## src/rtl/ppu_vram_pkg.sv

```systemverilog
// ppu_vram_pkg
//   Shared types and widths for the PPU video-memory arbiter.
//   - vram_state_e : bus sequencer state (IDLE / ADDR / DATA)
//   - vram_owner_e : which requester owns the access in flight
//   - VRAM_ADDR_W / VRAM_DATA_W : video bus widths
package ppu_vram_pkg;

   localparam int unsigned VRAM_ADDR_W = 14;
   localparam int unsigned VRAM_DATA_W = 8;

   typedef enum logic [1:0] {
      IDLE = 2'd0,
      ADDR = 2'd1,
      DATA = 2'd2
   } vram_state_e;

   typedef enum logic {
      OWN_RENDER = 1'b0,
      OWN_CPU    = 1'b1
   } vram_owner_e;

endpackage

```

## src/rtl/ppu_vram_grant.sv

```systemverilog
// ppu_vram_grant
//   Priority decision between render and CPU requesters with a bounded-wait
//   counter so the CPU cannot be starved by a continuous render stream.
//   Ports:
//     clock_i, reset_i    : clock, asynchronous active-high reset
//     decide_i            : current cycle is a decision cycle
//     render_req_i        : render request valid
//     cpu_req_i           : CPU request valid
//     render_ack_o        : render granted this cycle (combinational)
//     cpu_ack_o           : CPU granted this cycle (combinational)
//   Parameter CPU_MAX_WAIT: decisions the CPU may lose before it is forced to
//   win once; 0 gives strict render priority.
module ppu_vram_grant #(
   parameter int unsigned CPU_MAX_WAIT = 4
) (
   input  logic clock_i,
   input  logic reset_i,
   input  logic decide_i,
   input  logic render_req_i,
   input  logic cpu_req_i,
   output logic render_ack_o,
   output logic cpu_ack_o
);

   localparam int unsigned WaitW = (CPU_MAX_WAIT > 1) ? $clog2(CPU_MAX_WAIT + 1) : 1;
   localparam logic [WaitW-1:0] WaitMax = WaitW'(CPU_MAX_WAIT);

   logic [WaitW-1:0] wait_q, wait_d;
   logic             force_cpu;

   always_comb begin
      force_cpu    = (CPU_MAX_WAIT != 0) && (wait_q == WaitMax);
      cpu_ack_o    = decide_i && cpu_req_i && (!render_req_i || force_cpu);
      render_ack_o = decide_i && render_req_i && !cpu_ack_o;

      wait_d = wait_q;
      if (cpu_ack_o) begin
         wait_d = '0;
      end else if (render_ack_o && cpu_req_i && (wait_q != WaitMax)) begin
         // Saturates at WaitMax; with CPU_MAX_WAIT = 0 it never moves.
         wait_d = wait_q + WaitW'(1);
      end
   end

   always_ff @(posedge clock_i or posedge reset_i) begin
      if (reset_i) begin
         wait_q <= '0;
      end else begin
         wait_q <= wait_d;
      end
   end

endmodule

```

## src/rtl/ppu_vram_arbiter.sv

```systemverilog
// ppu_vram_arbiter
//   Owns the PPU video-memory bus and shares it between the render fetch
//   engine and the CPU $2007 port. Each access is an ADDR cycle (ALE high)
//   followed by a DATA cycle (RD_N or WR_N low). IDLE and DATA are decision
//   cycles, giving back-to-back accesses every two cycles.
//   Ports:
//     clock, reset                       : clock, async active-high reset
//     render_req/addr, render_ack/done/rdata : render requester (reads only)
//     cpu_req/we/addr/wdata, cpu_ack/done/rdata : CPU requester
//     vram_addr, vram_data_in, vram_data_out, vram_ale, vram_rd_n, vram_wr_n
//                                        : video memory bus
//     busy                               : access in ADDR or DATA
//   Optional: define VRAM_ARB_STATS_EN to add stat_clear / stat_cpu_stall, a
//   saturating count of cycles the CPU requested without being acked.
module ppu_vram_arbiter
   import ppu_vram_pkg::*;
#(
   parameter int unsigned CPU_MAX_WAIT = 4,
   parameter int unsigned ADDR_W       = VRAM_ADDR_W
) (
   input  logic                   clock,
   input  logic                   reset,
   input  logic                   render_req,
   input  logic [ADDR_W-1:0]      render_addr,
   output logic                   render_ack,
   output logic                   render_done,
   output logic [VRAM_DATA_W-1:0] render_rdata,
   input  logic                   cpu_req,
   input  logic                   cpu_we,
   input  logic [ADDR_W-1:0]      cpu_addr,
   input  logic [VRAM_DATA_W-1:0] cpu_wdata,
   output logic                   cpu_ack,
   output logic                   cpu_done,
   output logic [VRAM_DATA_W-1:0] cpu_rdata,
   output logic [ADDR_W-1:0]      vram_addr,
   input  logic [VRAM_DATA_W-1:0] vram_data_in,
   output logic [VRAM_DATA_W-1:0] vram_data_out,
   output logic                   vram_ale,
   output logic                   vram_rd_n,
   output logic                   vram_wr_n,
   output logic                   busy
`ifdef VRAM_ARB_STATS_EN
   ,
   input  logic                   stat_clear,
   output logic [15:0]            stat_cpu_stall
`endif
);

   vram_state_e            state_q, state_d;
   vram_owner_e            owner_q, owner_d;
   logic [ADDR_W-1:0]      addr_q, addr_d;
   logic                   we_q, we_d;
   logic [VRAM_DATA_W-1:0] wdata_q, wdata_d;
   logic [VRAM_DATA_W-1:0] render_rdata_q, render_rdata_d;
   logic [VRAM_DATA_W-1:0] cpu_rdata_q, cpu_rdata_d;
   logic                   render_done_q, render_done_d;
   logic                   cpu_done_q, cpu_done_d;
   logic                   decide;

   // Gated by reset so no ack can escape while reset is held.
   assign decide = !reset && ((state_q == IDLE) || (state_q == DATA));

   ppu_vram_grant #(
      .CPU_MAX_WAIT (CPU_MAX_WAIT)
   ) u_grant (
      .clock_i      (clock),
      .reset_i      (reset),
      .decide_i     (decide),
      .render_req_i (render_req),
      .cpu_req_i    (cpu_req),
      .render_ack_o (render_ack),
      .cpu_ack_o    (cpu_ack)
   );

   always_comb begin
      state_d        = state_q;
      owner_d        = owner_q;
      addr_d         = addr_q;
      we_d           = we_q;
      wdata_d        = wdata_q;
      render_rdata_d = render_rdata_q;
      cpu_rdata_d    = cpu_rdata_q;
      render_done_d  = 1'b0;
      cpu_done_d     = 1'b0;

      unique case (state_q)
         IDLE: begin
            if (render_ack || cpu_ack) state_d = ADDR;
         end
         ADDR: begin
            state_d = DATA;
         end
         DATA: begin
            if (owner_q == OWN_RENDER) begin
               render_rdata_d = vram_data_in;
               render_done_d  = 1'b1;
            end else begin
               if (!we_q) cpu_rdata_d = vram_data_in;
               cpu_done_d = 1'b1;
            end
            state_d = (render_ack || cpu_ack) ? ADDR : IDLE;
         end
         default: state_d = IDLE;
      endcase

      // Capture the granted request; the requester may move on next cycle.
      if (render_ack) begin
         owner_d = OWN_RENDER;
         addr_d  = render_addr;
         we_d    = 1'b0;
         wdata_d = '0;
      end else if (cpu_ack) begin
         owner_d = OWN_CPU;
         addr_d  = cpu_addr;
         we_d    = cpu_we;
         wdata_d = cpu_wdata;
      end
   end

   always_ff @(posedge clock or posedge reset) begin
      if (reset) begin
         state_q        <= IDLE;
         owner_q        <= OWN_RENDER;
         addr_q         <= '0;
         we_q           <= 1'b0;
         wdata_q        <= '0;
         render_rdata_q <= '0;
         cpu_rdata_q    <= '0;
         render_done_q  <= 1'b0;
         cpu_done_q     <= 1'b0;
      end else begin
         state_q        <= state_d;
         owner_q        <= owner_d;
         addr_q         <= addr_d;
         we_q           <= we_d;
         wdata_q        <= wdata_d;
         render_rdata_q <= render_rdata_d;
         cpu_rdata_q    <= cpu_rdata_d;
         render_done_q  <= render_done_d;
         cpu_done_q     <= cpu_done_d;
      end
   end

   always_comb begin
      render_done   = render_done_q;
      cpu_done      = cpu_done_q;
      render_rdata  = render_rdata_q;
      cpu_rdata     = cpu_rdata_q;
      vram_addr     = addr_q;
      vram_ale      = (state_q == ADDR);
      vram_rd_n     = !((state_q == DATA) && !we_q);
      vram_wr_n     = !((state_q == DATA) && we_q);
      // Write data is presented from ADDR onward so it is settled before WR_N.
      vram_data_out = (we_q && (state_q != IDLE)) ? wdata_q : '0;
      busy          = (state_q != IDLE);
   end

`ifdef VRAM_ARB_STATS_EN
   logic [15:0] stall_q, stall_d;

   always_comb begin
      stall_d = stall_q;
      if (stat_clear) begin
         stall_d = '0;
      end else if (cpu_req && !cpu_ack && (stall_q != 16'hFFFF)) begin
         stall_d = stall_q + 16'd1;
      end
   end

   always_ff @(posedge clock or posedge reset) begin
      if (reset) begin
         stall_q <= '0;
      end else begin
         stall_q <= stall_d;
      end
   end

   assign stat_cpu_stall = stall_q;
`endif

endmodule

```

## config.mk

```make
export PLATFORM = sky130hd
export DESIGN_NAME = ppu_vram_arbiter
export DESIGN_NICKNAME = d
export VERILOG_FILES = /design/src/rtl/ppu_vram_pkg.sv /design/src/rtl/ppu_vram_grant.sv /design/src/rtl/ppu_vram_arbiter.sv
export SDC_FILE = /design/constraint.sdc
export NUM_CORES = 1
export LEC_CHECK = 0
export CORE_MARGIN = 4
export CORE_UTILIZATION = 35
export DETAILED_ROUTE_END_ITERATION = 10
export GPL_TIMING_DRIVEN = 0
export MAX_ROUTING_LAYER = met4
export PLACE_DENSITY = 0.67
export SKIP_CTS_REPAIR_TIMING = 1
export SLEW_MARGIN = 20
export SYNTH_ARGS = -nofsm -noshare
export SYNTH_HDL_FRONTEND = slang
export SYNTH_SLANG_ARGS = --single-unit
```

## constraint.sdc

```tcl
create_clock -name clock -period 2 [get_ports clock]
set_input_delay 0.4 -clock clock [delete_from_list [all_inputs] [get_ports clock]]
set_output_delay 0.4 -clock clock [all_outputs]
set_load 0.1 [all_outputs]
```

* Word-level counts from Yosys, hierarchy flattened
Cells that the tools add are included.
** Word-level totals
- Input bits :: 49
- Logic and storage cells :: 61
- Output and inout port bits :: 46
- Register bits after elaboration :: 47
** Operators by class
- Bitwise gates (word level) :: 2
- Muxes and demuxes :: 18
- Add/subtract/negate cells :: 1
- Equality and inequality tests :: 5
- Reduce and logical (&&, ||, !) cells :: 25
** Operators by type and width (number)
- $mux W14 :: 2
- $mux W8 :: 3
- $logic_and A1 B1 Y1 :: 10
- $mux W1 :: 9
- $logic_not A1 Y1 :: 6
- $mux W3 :: 2
- $pmux W2 S3 :: 1
- $reduce_bool A2 Y1 :: 3
- $add A3 B1 Y3 const B :: 1
- $eq A3 B3 Y1 const B :: 1
- $logic_or A1 B1 Y1 :: 3
- $ne A3 B3 Y1 const B :: 1
- $reduce_and A3 Y1 :: 1
- $eq A2 B1 Y1 const B :: 1
- $eq A2 B2 Y1 const B :: 1
- $logic_not A2 Y1 :: 1
- $mux W2 :: 1
- $ne A2 B1 Y1 const B :: 1
- $not A1 Y1 :: 2
- $reduce_and A2 Y1 :: 1

* Logic depth before layout (Yosys ltp)
- Depth in word-level cells :: 11
- Gate-level depth with buffers :: 7
- Mapped depth without buffers :: 5

* Cells and area by module
From an unflattened synthesis, not the netlist that was laid out.
** Unflattened totals
- Cells, all modules :: 177
- Area total of the unflattened synthesis :: 2065.7 µm²
** By module, submodules not included
- ppu_vram_arbiter :: cells an instance 153, seq. area each 1101.1 µm², area each 1856.8 µm², times used 1
- ppu_vram_grant :: cells an instance 24, seq. area each 75.1 µm², area each 209.0 µm², times used 1

* Worst setup path before layout
No wires, ideal clock.
- Path kind :: reg2out
- From :: reg state_q[0]
- To :: out vram_data_out[0]
- Data arrival time :: 2.371 ns
- Setup slack :: -0.771 ns
- Cell stages (with the launch flop) :: 4
- Required time :: 1.600 ns
- Buffers on the path :: 1
- Cell sequence :: dfrtp_1 -> or2_2 -> clkbuf_1 -> and3_1
** On the way
- Cells in the longest elaborated chain, start to end :: 3
** RTL lines
- start, declared :: RTL line ppu_vram_arbiter.sv:49 : vram_state_e state_q, state_d;
- start signal, assigned :: RTL line ppu_vram_arbiter.sv:132 : state_q <= state_d;
- $reduce_bool A2 Y1
- net busy :: RTL line ppu_vram_arbiter.sv:41 : output logic busy
- $logic_and A1 B1 Y1 :: RTL line ppu_vram_arbiter.sv:154 : vram_data_out = (we_q && (state_q != IDLE)) ? wdata_q : '0;
- $mux W8 :: RTL line ppu_vram_arbiter.sv:154
- end, declared :: RTL line ppu_vram_arbiter.sv:37 : output logic [VRAM_DATA_W-1:0] vram_data_out,
The timed path passes the listed nets, and every way through them passes these cells.

* Worst setup path after layout
- From :: reg state_q[0]
- To :: out cpu_ack
** On the way
- Cells in the longest elaborated chain, start to end :: 5
- Elaborated cells on any way between the ends :: 6
- Those cells by class :: eq/ne (1); reduce/logical (5)
** RTL lines
- $eq A2 B2 Y1 / $logic_not A2 Y1 (equally long branches) :: RTL line ppu_vram_arbiter.sv:61 : assign decide = !reset && ((state_q == IDLE) || (state_q == DATA));
- $logic_or A1 B1 Y1 (*) :: RTL line ppu_vram_arbiter.sv:61
- $logic_and A1 B1 Y1 (*) :: RTL line ppu_vram_arbiter.sv:61
- $logic_and A1 B1 Y1 (*) (2 in a row) :: RTL line ppu_vram_grant.sv:33 : cpu_ack_o = decide_i && cpu_req_i && (!render_req_i || force_cpu);
- end, declared :: RTL line ppu_vram_arbiter.sv:32 : output logic cpu_ack,
Mark *: on every way between the ends. The rest lies on a longest branch, timed or not.

==> metrics.md <==
| Metric | Value |
|---|---|
| Status | finished with violations |
| Violated checks | negative setup slack |
| Setup violators final | 1 |
| Post-synth top area share | between 50% and 60% |
| Dpl cell area | 0.003105 mm^2 |
| RePlAce Congestion | ~0.74 |
| PortBufs | 94 |
| Fraction of layout cells with a size suffix above 1 | between 30% and 40% |
| Clock root cell | clkbuf_8 |
| Post-synth top cells | dfrtp_1 (47), mux2_2 (16), a221o_1 (14) |
| Synth area leader | dfrtp_1 |
| Crit-path cells | or3b_1, buf_2, nor2_4, buf_8, buf_12 |
| CP required | 1.60 ns |
| Multi-input logic area | between 800 and 900 um^2 |
| Most used DFF post-synth | dfrtp_1 |
| Final wirelength | 5435 um |
| Antenna violation net count after detailed routing | 0 |
| Global-route wire length before repair | 8514 um |
| DRC | 0 |
| Crit-path slowest cell | dfrtp_2 |
| Chip width | 84.36 um |
| Fin util | 59.75% |
| Hold_ws | approximately 0.14 ns |
| Total CTS buffers | 5 |
| Insertion delay to the later sink of the worst-skew pair | 0.30 ns |
| CP Max Fanout | 10 |
| Antenna violations before repair | 0 |
| Die area | ~0.0071 mm^2 |
| RSZ-0062 raised after global routing | true |
| Fillcell total | 480 |
| Inserted Diodes | 0 |
| CTS clk-pin slew, worst paths | roughly 0.090 ns |
| FF+latch count, synth | 47 |
| Final worst slack | -0.1943 ns |
| Synth Instances | 149 |
| Most instantiated library cell after synthesis | dfrtp_1 |
| Synth area leaders | dfrtp_1 (58%), mux2_2 (8.8%), a221o_1 (6.9%) |
| Post-detailed-route wirelength per cell | approximately 17 um |
| TritonCTS Sinks | 47 |
| Die height | 84.36 um |
| Leak | roughly 1.8 nW |
| Async S/R FF share, synth | 100.0% |
| Number of enable flip-flop cells after synthesis | 0 |
| CTS tree | built |
| Startpoint types | flip-flop |
| Synth unique cells | 31 |
| Critical Path Max Stage Delay | 0.45 ns |
| Final net count | 306 |
| Final hold vios | 0 |
| Seq/Total Area, Yosys | 57.63% |
| Syn Area/Cell | 13.70 um^2 |
| Crit share post-route | 109.7% |
| Post-route cell area | 0.003331 mm^2 |
| Worst hold path class | in2async |
| Crit Path Class | reg2out |
| Syn Std Cell Area | 0.002041 mm^2 |
| GRT overflow | 0 |
| DRT iter0 DRCs | 80 |
| Pin slew with the least headroom to its limit | 1.025 ns |
| Fmax | around 0.46 GHz |
| Tmin final | 2.194 ns |
| Via count | 1,635 |
| Crit path capture type | output pin |
| Initial Util | 36.61% |
| IO Count | 95 |
| VDD IR-drop max | 0.9188 mV |
| WP data arrival | approximately 1.8 ns |
| Relative slew slack | 31.53% |
| Tot GR Track Use | 15.50% |
| Reg area | roughly 0.0012 mm^2 |
| Synth Net Count | 200 |
| Post-route setup TNS | -0.1943 ns |
| Via-to-Cell Ratio | 4.985 |
| Max-cap violations | 0 |
| Clk_skew | 0.009691 ns |
| Vias in the first global route | 1,682 |
| Largest net degree at the start of global routing | 35 |
| DR pass1 iterations | 4 |
| Deepest clock path buffer count | 2 |
| Post-DP HPWL | 3984 um |
| H-Tree Depth | 2 |
| Final slew viol count | 0 |
| DP Worst Slack | -1.437 ns |
| Core ar. | 0.005574 mm^2 |
| Yosys warning count | 0 |
| Cell Pwr Density | around 1300 mW/mm^2 |
| Area grow syn2layout | 63.21% |
| Std-Cell Rows | 27 |
-- stage by stage --
stage | instances | power (mW)
floorplan | 149 | 3.149
global placement | 315 | 3.758
detailed placement | 316 | 3.780
CTS | 324 | 4.329
global route | 328 | 4.469
finish | 328 | 4.306
-- worst paths after layout --
path	cells after the start	slack (ns)	start	end
min reg2reg	1	0.50	wdata_q[1]	wdata_q[1]
max in group asynchronous	3	1.36	reset	state_q[0]
min	2	0.14	reset	vram_addr[9]
min in group clock	1	0.50	wdata_q[1]	wdata_q[1]
max	5	-0.19	state_q[0]	cpu_ack
max reg2reg	6	0.24	u_grant.wait_q[1]	vram_addr[8]
-- cells in the final DEF, fill, tap and decap left out, drive strengths merged --
| cell | instances |
|---|---|
| nand2 | 1 |
| nand2b | 1 |
| dlymetal6s2s | 34 |
| a22o | 9 |
| nor3b | 14 |
| mux2 | 16 |
| nor2b | 4 |
| nand3 | 1 |
| and3 | 9 |
| nor4bb | 1 |
| clkbuf | 12 |
| clkinv | 1 |
| and2 | 1 |
| a21oi | 1 |
| ha | 2 |
| and3b | 1 |
| a221o | 14 |
| or3b | 1 |
| a21o | 1 |
| a31o | 1 |
| xnor2 | 1 |
| or2 | 1 |
| buf | 26 |
| o21ai | 1 |
| a21boi | 1 |
| clkdlybuf4s50 | 46 |
| nor2 | 3 |
| inv | 4 |
| dfrtp | 47 |
| a32o | 1 |
-- registers in the layout, indices dropped and copies added, names as in the netlist --
signal,cells
cpu_done,1
cpu_rdata,8
owner_q,1
render_done,1
render_rdata,8
state_q,2
u_grant.wait_q,3
vram_addr,14
wdata_q,8
we_q,1
-- cells by family (layout without fill, tap and decap cells) --
logic type | count (synthesis) | after routing | share of synthesized area, %
flip-flops | 47 | 47 | 57.63
adder cells (fa/ha/maj) | 2 | 2 | 1.226
AND/OR/NAND/NOR | 38 | 38 | 14.96
buffers and inverters | 16 | 123 | 3.862
XOR/XNOR | 1 | 1 | 0.4293
AO/OA/AOI/OAI | 29 | 29 | 13.06
multiplexers | 16 | 16 | 8.829
-- metal layers --
layer,vias up,routed length (um),track usage [%]
met5,-,0,-
met4,0,62,4.748
met3,7,355,4.318
met2,62,2484,23.17
met1,797,2533,20.57
li1,769,-,-
-- where the power goes --
group	switching (mW)	internal, mW
Clock	0.302	0.246
Sequential	0.113	1.18
Combinational	1.82	0.643
-- cell type report --
type | count | share of cell area [%]
buffer | 11 | 2.667
clock buffer | 7 | 2.292
clock inverter | 1 | 0.1503
inverter | 4 | 0.4508
multi-input combinational | 86 | 24.34
sequential | 47 | 35.35
tap | 72 | 2.705
timing repair buffer | 100 | 32.04
-- worst max-delay path: cells and delay by family (launching register included) --
kind / cells / cell delay [ns]
buf+inv: 3 / 0.53
flops: 1 / 0.45
simple gates: 2 / 0.53
Note: power is estimated with default switching activity, not from simulation.
